### config.mk
export PLATFORM = sky130hd
export DESIGN_NAME = fetch_unit
export DESIGN_NICKNAME = d
export VERILOG_FILES = /design/src/rtl/fetch_unit_pkg.sv /design/src/rtl/fetch_unit.sv
export SDC_FILE = /design/constraint.sdc
export NUM_CORES = 1
export LEC_CHECK = 0
export ABC_AREA = 1
export CORE_MARGIN = 1
export CORE_UTILIZATION = 56
export DETAILED_ROUTE_END_ITERATION = 6
export PLACE_DENSITY = 0.87
export SLEW_MARGIN = 10
export SYNTH_ARGS = -nofsm -noshare
export SYNTH_HDL_FRONTEND = slang
export SYNTH_SLANG_ARGS = --single-unit
### constraint.sdc
create_clock -name clk -period 10 [get_ports clk]
set_input_delay 1.5 -clock clk [delete_from_list [all_inputs] [get_ports clk]]
set_output_delay 1.5 -clock clk [all_outputs]
set_load 0.03 [all_outputs]
### src/rtl/fetch_unit_pkg.sv
// Shared core types for the fetch stage: FSM states, fetch packet layout and reset PC.
package fetch_unit_pkg;

    localparam logic [31:0] DEFAULT_RESET_PC = 32'h1eceb000;
    localparam int          FETCH_PKT_WIDTH  = 65;

    typedef enum logic [1:0] {
        IDLE,
        WAIT,
        HOLD,
        DISCARD
    } fetch_state_t;

    typedef struct packed {
        logic        valid;
        logic [31:0] pc;
        logic [31:0] inst;
    } fetch_pkt_t;

    function automatic fetch_pkt_t make_pkt(input logic [31:0] p_pc, input logic [31:0] p_inst);
        fetch_pkt_t pkt;
        pkt.valid = 1'b1;
        pkt.pc    = p_pc;
        pkt.inst  = p_inst;
        return pkt;
    endfunction

endpackage

### src/rtl/fetch_unit.sv
// In-order fetch stage: one outstanding I-mem read, packs {valid, pc, inst} into the
// instruction queue, stalls on queue-full and drops wrong-path responses after a redirect.
module fetch_unit
    import fetch_unit_pkg::*;
#(
    parameter logic [31:0] RESET_PC  = DEFAULT_RESET_PC,
    parameter int          PKT_WIDTH = FETCH_PKT_WIDTH
) (
    input  logic                 clk,
    input  logic                 rst,
    output logic [31:0]          imem_addr,
    output logic [3:0]           imem_rmask,
    input  logic [31:0]          imem_rdata,
    input  logic                 imem_resp,
    input  logic                 iq_full,
    output logic                 iq_enq,
    output logic [PKT_WIDTH-1:0] iq_data,
    input  logic                 redirect_valid,
    input  logic [31:0]          redirect_pc
);

    fetch_state_t state_q;
    logic [31:0]  pc_q;
    logic [31:0]  hold_q;
    logic [31:0]  imem_addr_q;
    logic [3:0]   imem_rmask_q;
    logic         iq_enq_q;
    fetch_pkt_t   iq_data_q;

    logic [31:0]  pc_inc_d;
    logic [31:0]  redirect_tgt_d;

    assign pc_inc_d       = pc_q + 32'd4;
    assign redirect_tgt_d = redirect_pc & ~32'h3;

    always_ff @(posedge clk or posedge rst) begin
        if (rst) begin
            state_q      <= IDLE;
            pc_q         <= RESET_PC;
            hold_q       <= 32'h0;
            imem_addr_q  <= RESET_PC;
            imem_rmask_q <= 4'h0;
            iq_enq_q     <= 1'b0;
            iq_data_q    <= '0;
        end else begin
            // Request and push strobes are single-cycle pulses.
            imem_rmask_q <= 4'h0;
            iq_enq_q     <= 1'b0;

            if (redirect_valid) begin
                pc_q <= redirect_tgt_d;
                // An unanswered request must drain before the new path may issue.
                if ((state_q == WAIT && !imem_resp) || state_q == DISCARD) begin
                    state_q <= DISCARD;
                end else begin
                    imem_addr_q  <= redirect_tgt_d;
                    imem_rmask_q <= 4'hF;
                    state_q      <= WAIT;
                end
            end else begin
                case (state_q)
                    IDLE: begin
                        imem_addr_q  <= pc_q;
                        imem_rmask_q <= 4'hF;
                        state_q      <= WAIT;
                    end
                    WAIT: begin
                        if (imem_resp) begin
                            if (!iq_full) begin
                                iq_enq_q     <= 1'b1;
                                iq_data_q    <= make_pkt(pc_q, imem_rdata);
                                imem_addr_q  <= pc_inc_d;
                                imem_rmask_q <= 4'hF;
                                pc_q         <= pc_inc_d;
                            end else begin
                                hold_q  <= imem_rdata;
                                state_q <= HOLD;
                            end
                        end
                    end
                    HOLD: begin
                        if (!iq_full) begin
                            iq_enq_q     <= 1'b1;
                            iq_data_q    <= make_pkt(pc_q, hold_q);
                            imem_addr_q  <= pc_inc_d;
                            imem_rmask_q <= 4'hF;
                            pc_q         <= pc_inc_d;
                            state_q      <= WAIT;
                        end
                    end
                    DISCARD: begin
                        // pc_q already holds the redirect target; the returning word is wrong-path.
                        if (imem_resp) begin
                            imem_addr_q  <= pc_q;
                            imem_rmask_q <= 4'hF;
                            state_q      <= WAIT;
                        end
                    end
                    default: state_q <= IDLE;
                endcase
            end
        end
    end

    assign imem_addr  = imem_addr_q;
    assign imem_rmask = imem_rmask_q;
    assign iq_enq     = iq_enq_q;
    assign iq_data    = iq_data_q;

endmodule

# After elaboration in Yosys (flattened, before gate mapping)
# Index checks and enable logic that the tools add are counted.
dict set report word_totals {
  wordCells 64
  ff_bits 168
  out_inout_bits 102
  input_bits 69
}
dict set report op_classes {
  add_sub_neg 1
  bitwise 1
  reduce_logical 11
  n_mux 31
  n_eq_ne 11
}
# cell n
set ops {}
lappend ops {{two-way mux 32 bit} 8}
lappend ops {{two-way mux 65 bit} 3}
lappend ops {{one-hot mux 65 bit (2 select lines)} 1}
lappend ops {{one-hot mux 32 bit (4 select lines)} 1}
lappend ops {{one-hot mux 32 bit (2 select lines)} 1}
lappend ops {{adder 32 x 3 -> 32 bit, second input constant} 1}
lappend ops {{two-way mux 4 bit} 5}
lappend ops {{one-hot mux 4 bit (4 select lines)} 1}
lappend ops {{two-way mux 2 bit} 6}
lappend ops {{!= test 3 bit, second input constant} 4}
lappend ops {{!= test 2 bit, second input constant} 4}
lappend ops {{one-hot mux 2 bit (4 select lines)} 1}
lappend ops {{AND reduction 4 bit} 2}
lappend ops {{AND reduction 5 bit} 1}
lappend ops {{== test 2 bit, second input constant} 2}
lappend ops {{two-way mux 1 bit} 3}
lappend ops {{AND reduction 3 bit} 1}
lappend ops {{nonzero test 3 bit} 1}
lappend ops {{== test 2 x 1 -> 1 bit, second input constant} 1}
lappend ops {{logical NOT 2 bit} 1}
lappend ops {{one-hot mux 1 bit (2 select lines)} 1}
lappend ops {{AND reduction 2 bit} 1}
lappend ops {{nonzero test 2 bit} 1}
lappend ops {{logical AND 1 bit} 1}
lappend ops {{3 further kinds} 3}

# Logic depth before layout (Yosys ltp)
# Gate-level depths: netlist of the first run.
dict set report depth {
  word_depth 5
  ltp_mapped 14
  mapped_depth_nobuf 12
}

# Worst setup path after synthesis of the first run
# Ideal clock, no wire load.
dict set report synth_path {
  path_type {input port to flip-flop}
  startpoint {input port imem_resp}
  endpoint {register iq_data_q (netlist bit iq_data[0])}
  cell_stages 12
  slack_ns 7.510
  setup_time_ns 0.117
  arrival_time_ns 2.373
  path_cell_list {nand2_1 inv_2 o21ai_2 inv_2 nand2_1 inv_2 nand2_2 inv_2 buf_4 buf_6 nand2_1 nand2_1}
}
dict set report synth_between {
  elab_chain_cells 2
}
# element line
set synth_lines {}
lappend synth_lines {{from (decl)} fetch_unit.sv:14} ;# input logic imem_resp,
lappend synth_lines {{!= test 2 bit (no source line)} n/a}
lappend synth_lines {{AND reduction 5 bit (no source line)} n/a}
lappend synth_lines {{to (signal assigned)} fetch_unit.sv:71} ;# iq_data_q <= make_pkt(pc_q, imem_rdata);
lappend synth_lines {{to (signal assigned)} fetch_unit.sv:84} ;# iq_data_q <= make_pkt(pc_q, hold_q);
lappend synth_lines {{to (decl)} fetch_unit.sv:28} ;# fetch_pkt_t iq_data_q;
# Every way passes these cells.
# A chain may end at the register's enable or synchronous reset.

# Worst setup path in the final report of the first run
dict set report layout_path {
  startpoint {input port redirect_valid}
  endpoint {register imem_addr_q[20], in the netlist imem_addr[20]}
}
dict set report layout_between {
  elab_chain_cells 2
}
# element line
set layout_lines {}
lappend layout_lines {{from (decl)} fetch_unit.sv:18} ;# input logic redirect_valid,
lappend layout_lines {{!= test 3 bit (no source line) / != test 2 bit (equally long branches)} n/a}
lappend layout_lines {{AND reduction 3 bit (no source line)} n/a}
lappend layout_lines {{to (signal assigned)} fetch_unit.sv:56} ;# imem_addr_q <= redirect_tgt_d;
lappend layout_lines {{to (signal assigned)} fetch_unit.sv:63} ;# imem_addr_q <= pc_q;
lappend layout_lines {{to (signal assigned)} fetch_unit.sv:72} ;# imem_addr_q <= pc_inc_d;
lappend layout_lines {{to (decl)} fetch_unit.sv:25} ;# logic [31:0] imem_addr_q;
# Several ways; a longest one is shown, not always the timed one.

==> results of run 1 <==
-- where the power goes --
group / internal, mW / total (mW) / switching [mW]
clock: 0.360 / 0.622 / 0.263
sequential: 0.949 / 1.13 / 0.184
combinational: 0.589 / 1.57 / 0.984
-- synth_stat cells, drive strengths merged (10+ instances only) --
cell type	n
nor2	82
dfstp	24
clkbuf	23
o21ai	124
inv	92
dfrtp	136
a21oi	66
buf	35
a31oi	10
nand3	34
and2	10
nand2	364
o211ai	16
-- flip-flops by register name, indices dropped and copies added, names as in the netlist --
signal,count
iq_data,63
hold_q,32
imem_addr,31
pc_q,30
state_q,2
imem_rmask,1
iq_enq,1
-- cell type report --
type	instances	share of cell area, %
tap	180	2.18
clock inverter	9	0.824
sequential	160	39.1
inverter	93	3.43
timing repair buffer	170	16.3
clock buffer	22	4.60
multi-input combinational	736	33.5
-- cell families after synthesis --
kind of cell,Yosys count,share of synthesized area (%)
flip-flops,160,49.5
AO/OA/AOI/OAI,227,15.2
AND/OR/NAND/NOR,495,25.5
other,1,0.0460
buffers and inverters,151,8.14
XOR/XNOR,7,0.753
adder cells (fa/ha/maj),5,0.768
-- final timing paths --
| kind | to | cells after the start |
|---|---|---|
| setup / recovery | imem_addr[20]$_DFFE_PP0P_ | 8 |
| hold / removal | iq_data[64]$_DFFE_PP0P_ | 1 |
| setup reg to reg | imem_addr[2]$_DFFE_PP0P_ | 7 |
| hold reg to reg | iq_data[64]$_DFFE_PP0P_ | 1 |
| max in group asynchronous | imem_addr[11]$_DFFE_PP0P_ | 3 |
| min in group asynchronous | iq_data[64]$_DFFE_PP0P_ | 2 |
-- metal layers --
| layer | GRT usage [%] | vias up | part of all wire, % |
|---|---|---|---|
| met1 | 37.4 | 3542 | 42 |
| met5 | 0 | - | 0.063 |
| met4 | 11.8 | 2 | 2.1 |
| met3 | 7.57 | 43 | 7.6 |
| li1 | - | 3599 | - |
| met2 | 47.7 | 336 | 48 |
-- critical path: stages --
cell and delay, ns:
buf_2 0.07, buf_4 0.60, inv_2 0.24, o211ai_1 0.21, nand3_1 0.76, inv_2 0.95
nor2_1 0.14, a21oi_1 0.18
-- per-stage QoR --
stage / utilization (%) / power, mW / setup slack, ns / instance area, µm²
after CTS: 73.5 / 3.34 / 5.70 / 10300
after floorplan: - / 2.13 / 4.22 / 8150
after global placement: 69.5 / 2.65 / 5.40 / 9760
final: 73.5 / 3.33 / 5.63 / 10300
after detailed placement: 69.5 / 2.70 / 5.31 / 9760
after global routing: 73.5 / 3.53 / 5.46 / 10300
==> metrics.txt, run 1 <==
Period minus WS final 4.37 ns; Synth area leaders dfrtp_1, nand2_1, dfstp_2; DR pass1 iterations 6; via/cell ratio roughly 5.5; CORE AREA approximately 14000 µm²; Clock transition at path regs 0.06 ns; Final Hold Viols 0; VDD IR max approximately 200 µV; unrepaired setup endpoints after global routing no; dpl hpwl about 13000 µm; largest net degree at the start of global routing 90; area of the multi-input gates ~3500 µm²; final setup fails 0; DR WL/cell roughly 15 µm; flop2flop setup slack around 6.4 ns; worst-path fanout max between 70 and 80; Starting Density between 50 and 60%; final RePlAce weighted congestion 0.886; worst-skew pair later-pin latency 0.43 ns; Yosys cell types 42; FMAX between 200 and 250 MHz; row cnt 43; Async SR Flop Fraction 100%; Chip Height about 120 µm; Req. time, crit path between 10 and 15 ns; post-synthesis sequential area ratio between 40% and 50%; num ports about 170; WL final slightly above 20000 µm; number of non-filler instances in the completed layout between 1000 and 1500; first-pass GRT wire length ~34000 µm; reg2reg start state_q[0]$_DFFE_PP0P_; FILL cells roughly 1000; post-cts gate resize count 0; CTS tree done; max cap viols 0; ys flop type dfrtp_1; crit end category register; Fin Setup TNS 0 ns; synthesized flop and latch total 160; via count between 7000 and 8000; Inst Count DP 1339; CP Launch Point redirect_valid; Post-synth EDFFs 0; Die Wd 123 µm; drt initial violations between 500 and 600; Pwr per Cell Area between 300 and 400 nW/µm²; hold slack final about 0.48 ns; residual DRC count 0; most common cell after layout, fill and taps aside nand2_1; synthesis-to-layout area growth 26.7%; grt ovf 0; Clock Sinks 160; Hold Buf Count CTS 0; CP Data Arrival Time 4.71 ns; syn avg cell area just under 8 µm²; top-area cell type share of the netlist area between 40% and 50%; clk buf depth 2; antenna violations before repair 1; crit path launch type input port; HP Start iq_data[64]$_DFFE_PP0P_; period utilization between 40% and 50%; post-synthesis cell count roughly 1000; vias in the first global route about 7000; Post-CTS Setup Bufs 0; Tightest Pin Transition about 1.1 ns; Port Buffers 166; die area roughly 15000 µm²; status complete, no violations; Hold WC Path Type reg2reg; diodes inserted 0; clk_skew 0.00635 ns; fin. max-slew vios 0; most frequent cells in the layout nand2_1, clkdlybuf4s50_1, dfrtp_1; CTS buffer count 17; Root Driver clkbuf_16; ANT nets after route 0; GRT Total Usage 29.3%; share of cells above drive strength 1 8.24%; Final nets approximately 1300; post-synth top area cell dfrtp_1; Post-Synthesis Cell Area just over 8000 µm²; H-tree Lvls 4; Ys Warns 0; Max-slew headroom about a quarter; Leakage Power 4.78 nW; Reg area 4030 µm²; Crit Path Category in2reg
No activity file was read; power rests on OpenSTA's default activity.
==> run 2: changes to the inputs <==
--- a/config.mk
+++ b/config.mk
@@ -7,9 +7,9 @@
 export LEC_CHECK = 0
 export ABC_AREA = 1
 export CORE_MARGIN = 1
-export CORE_UTILIZATION = 56
+export CORE_UTILIZATION = 52
 export DETAILED_ROUTE_END_ITERATION = 6
-export PLACE_DENSITY = 0.87
+export PLACE_DENSITY = 0.81
 export SLEW_MARGIN = 10
 export SYNTH_ARGS = -nofsm -noshare
 export SYNTH_HDL_FRONTEND = slang
==> constraint.sdc (replaced) <==
create_clock -name clk -period 4.2 [get_ports clk]
set_input_delay 0.63 -clock clk [delete_from_list [all_inputs] [get_ports clk]]
set_output_delay 0.63 -clock clk [all_outputs]
set_load 0.03 [all_outputs]
==> run 2 against run 1 <==
Against the previous run:
- power rose by 140%
- worst setup slack got worse by 3.9 ns
- register-to-register slack got worse by 4.7 ns
- utilization fell by 4.7 points
- highest routed layer is now met4
==> metrics.txt, run 2 (synthesis gave the netlist of run 1 again) <==
grt ovf 0; flop2flop setup slack between 1.5 and 2 ns; largest net degree at the start of global routing 161; CORE AREA roughly 15000 µm²; VDD IR max 433 µV; share of cells above drive strength 1 8.71%; combinational cell fraction of total power between 40% and 50%; Starting Density ~53%; period utilization about three fifths; max reg flops between 60 and 70; final instance area between 10000 and 15000 µm²; via/cell ratio between 5 and 6; Net Sw Frac 41.6%; Tightest Pin Transition ~1.1 ns; H-tree Lvls 4; total power 8.12 mW; ANT nets after route 0; Period minus WS final roughly 2.5 ns; max cap viols 0; Sequential Power Share 33.0%; crit end category register; number of non-filler instances in the completed layout about 1400; row cnt 45; clk_skew between 0.009 and 0.01 ns; fin. max-slew vios 0; GRT Total Usage a little over a quarter; DR WL/cell 14.4 µm; Pwr per Cell Area around 770 nW/µm²; Chip Height about 130 µm; dpl hpwl ~13000 µm; Clock Sinks 160; CTS tree done; Root Driver clkbuf_16; final RePlAce weighted congestion between 0.8 and 0.9; vias in the first global route between 6000 and 7000; crit path launch type register; Final Hold Viols 0; unrepaired setup endpoints after global routing no; antenna violations before repair 0; post-placement setup slack roughly 1.3 ns; most frequent cells in the layout nand2_1, clkdlybuf4s50_1, dfrtp_1; Crit-path slowest cell buf_4; area of placed instances 9840 µm²; hold slack final ~0.47 ns; most common cell after layout, fill and taps aside nand2_1; post-cts gate resize count 0; reg2reg start state_q[1]$_DFFE_PP0P_; final setup fails 0; Power Internal between 4 and 5 mW; Req. time, crit path 4.45 ns; FMAX between 400 and 500 MHz; worst-skew pair later-pin latency roughly 0.43 ns; Leakage Power 4.86 nW; Crit Path Category reg2reg; via count just over 7000; FILL cells 1214; residual DRC count 0; Final nets ~1300; Reg2Reg Depth 11; Clock transition at path regs 0.06 ns; DR pass1 iterations 5; die area ~16000 µm²; Final Core Density roughly 70%; Port Buffers approximately 170; first-pass GRT wire length approximately 34000 µm; final worst slack 1.70 ns; Inst Count DP about 1400; Hold Buf Count CTS 0; Post-CTS Setup Bufs 0; Die Wd 127 µm; WL final between 20000 and 25000 µm; P_sw around 3.4 mW; Hold WC Path Type reg2reg; status complete, no violations; Largest stage delay, worst path ~0.78 ns; worst-path fanout max between 100 and 150; CP most frequent cell inv_2; crit path capture pc_q[10]$_DFFE_PP0P_; Critical Path, Cell by Cell inv_1, ha_1, nand2_1, inv_2, o21ai_2, inv_2, nand2_1, inv_2, nand2_4, buf_4, o221ai_1; Fin Setup TNS 0 ns; CP Data Arrival Time roughly 2.7 ns; synthesis-to-layout area growth 28.8%; CP Launch Point state_q[1]$_DFFE_PP0P_; worst reg2reg path endpoint pc_q[10]$_DFFE_PP0P_; clock network power share about a fifth; CTS buffer count 17; clk buf depth 2; num ports 171; drt initial violations 515; Max-slew headroom between 20 and 30%
[run 2: worst min-delay path by stage]
stage,startpoint,end,depth (start not counted)
after floorplan,hold_q[10]$_DFFE_PP0P_,hold_q[10]$_DFFE_PP0P_,2
after global placement,iq_data[64]$_DFFE_PP0P_,iq_data[64]$_DFFE_PP0P_,1
after detailed placement,iq_data[64]$_DFFE_PP0P_,iq_data[64]$_DFFE_PP0P_,1
after CTS,iq_data[64]$_DFFE_PP0P_,iq_data[64]$_DFFE_PP0P_,1
after global routing,iq_data[22]$_DFFE_PP0P_,iq_data[22]$_DFFE_PP0P_,2
final,iq_data[64]$_DFFE_PP0P_,iq_data[64]$_DFFE_PP0P_,1
[run 2: power by group through the flow]
stage | Clock, mW | Combinational, mW | Sequential (mW)
finish | 1.69 | 3.75 | 2.68
global route | 1.78 | 4.10 | 2.76
CTS | 1.72 | 3.77 | 2.68
detailed placement | 0 | 3.76 | 2.68
global placement | 0 | 3.68 | 2.67
floorplan | 0 | 1.59 | 3.48
[run 2: routing by layer]
| metal | track usage [%] | share of wire, % | vias up | wire (µm) |
|---|---|---|---|---|
| li1 | - | - | 3605 | - |
| met1 | 35.0 | 44 | 3405 | 8970 |
| met2 | 42.6 | 46 | 220 | 9410 |
| met3 | 7.29 | 7.1 | 39 | 1430 |
| met4 | 9.52 | 2.1 | 0 | 422 |
| met5 | 0 | 0 | - | 0 |
[run 2: layout make-up]
type,count,area [µm²],area share (%)
multi-input cells,736,3460,33.0
inverters,93,353,3.36
clock inverters,9,154,1.47
repair buffers,174,1730,16.5
clock buffers,22,494,4.71
diodes,1,2.50,0.0239
well taps,211,264,2.52
flip-flops and latches,160,4030,38.4
[run 2: critical path: cells and delay by family (launching register included)]
kind / cells / cell delay, ns
AOI/OAI and AO/OA: 2 / 0.37
adders and majority gates: 1 / 0.24
buffers and inverters: 5 / 1.01
DFF: 1 / 0.37
and+or+nand+nor: 3 / 0.23
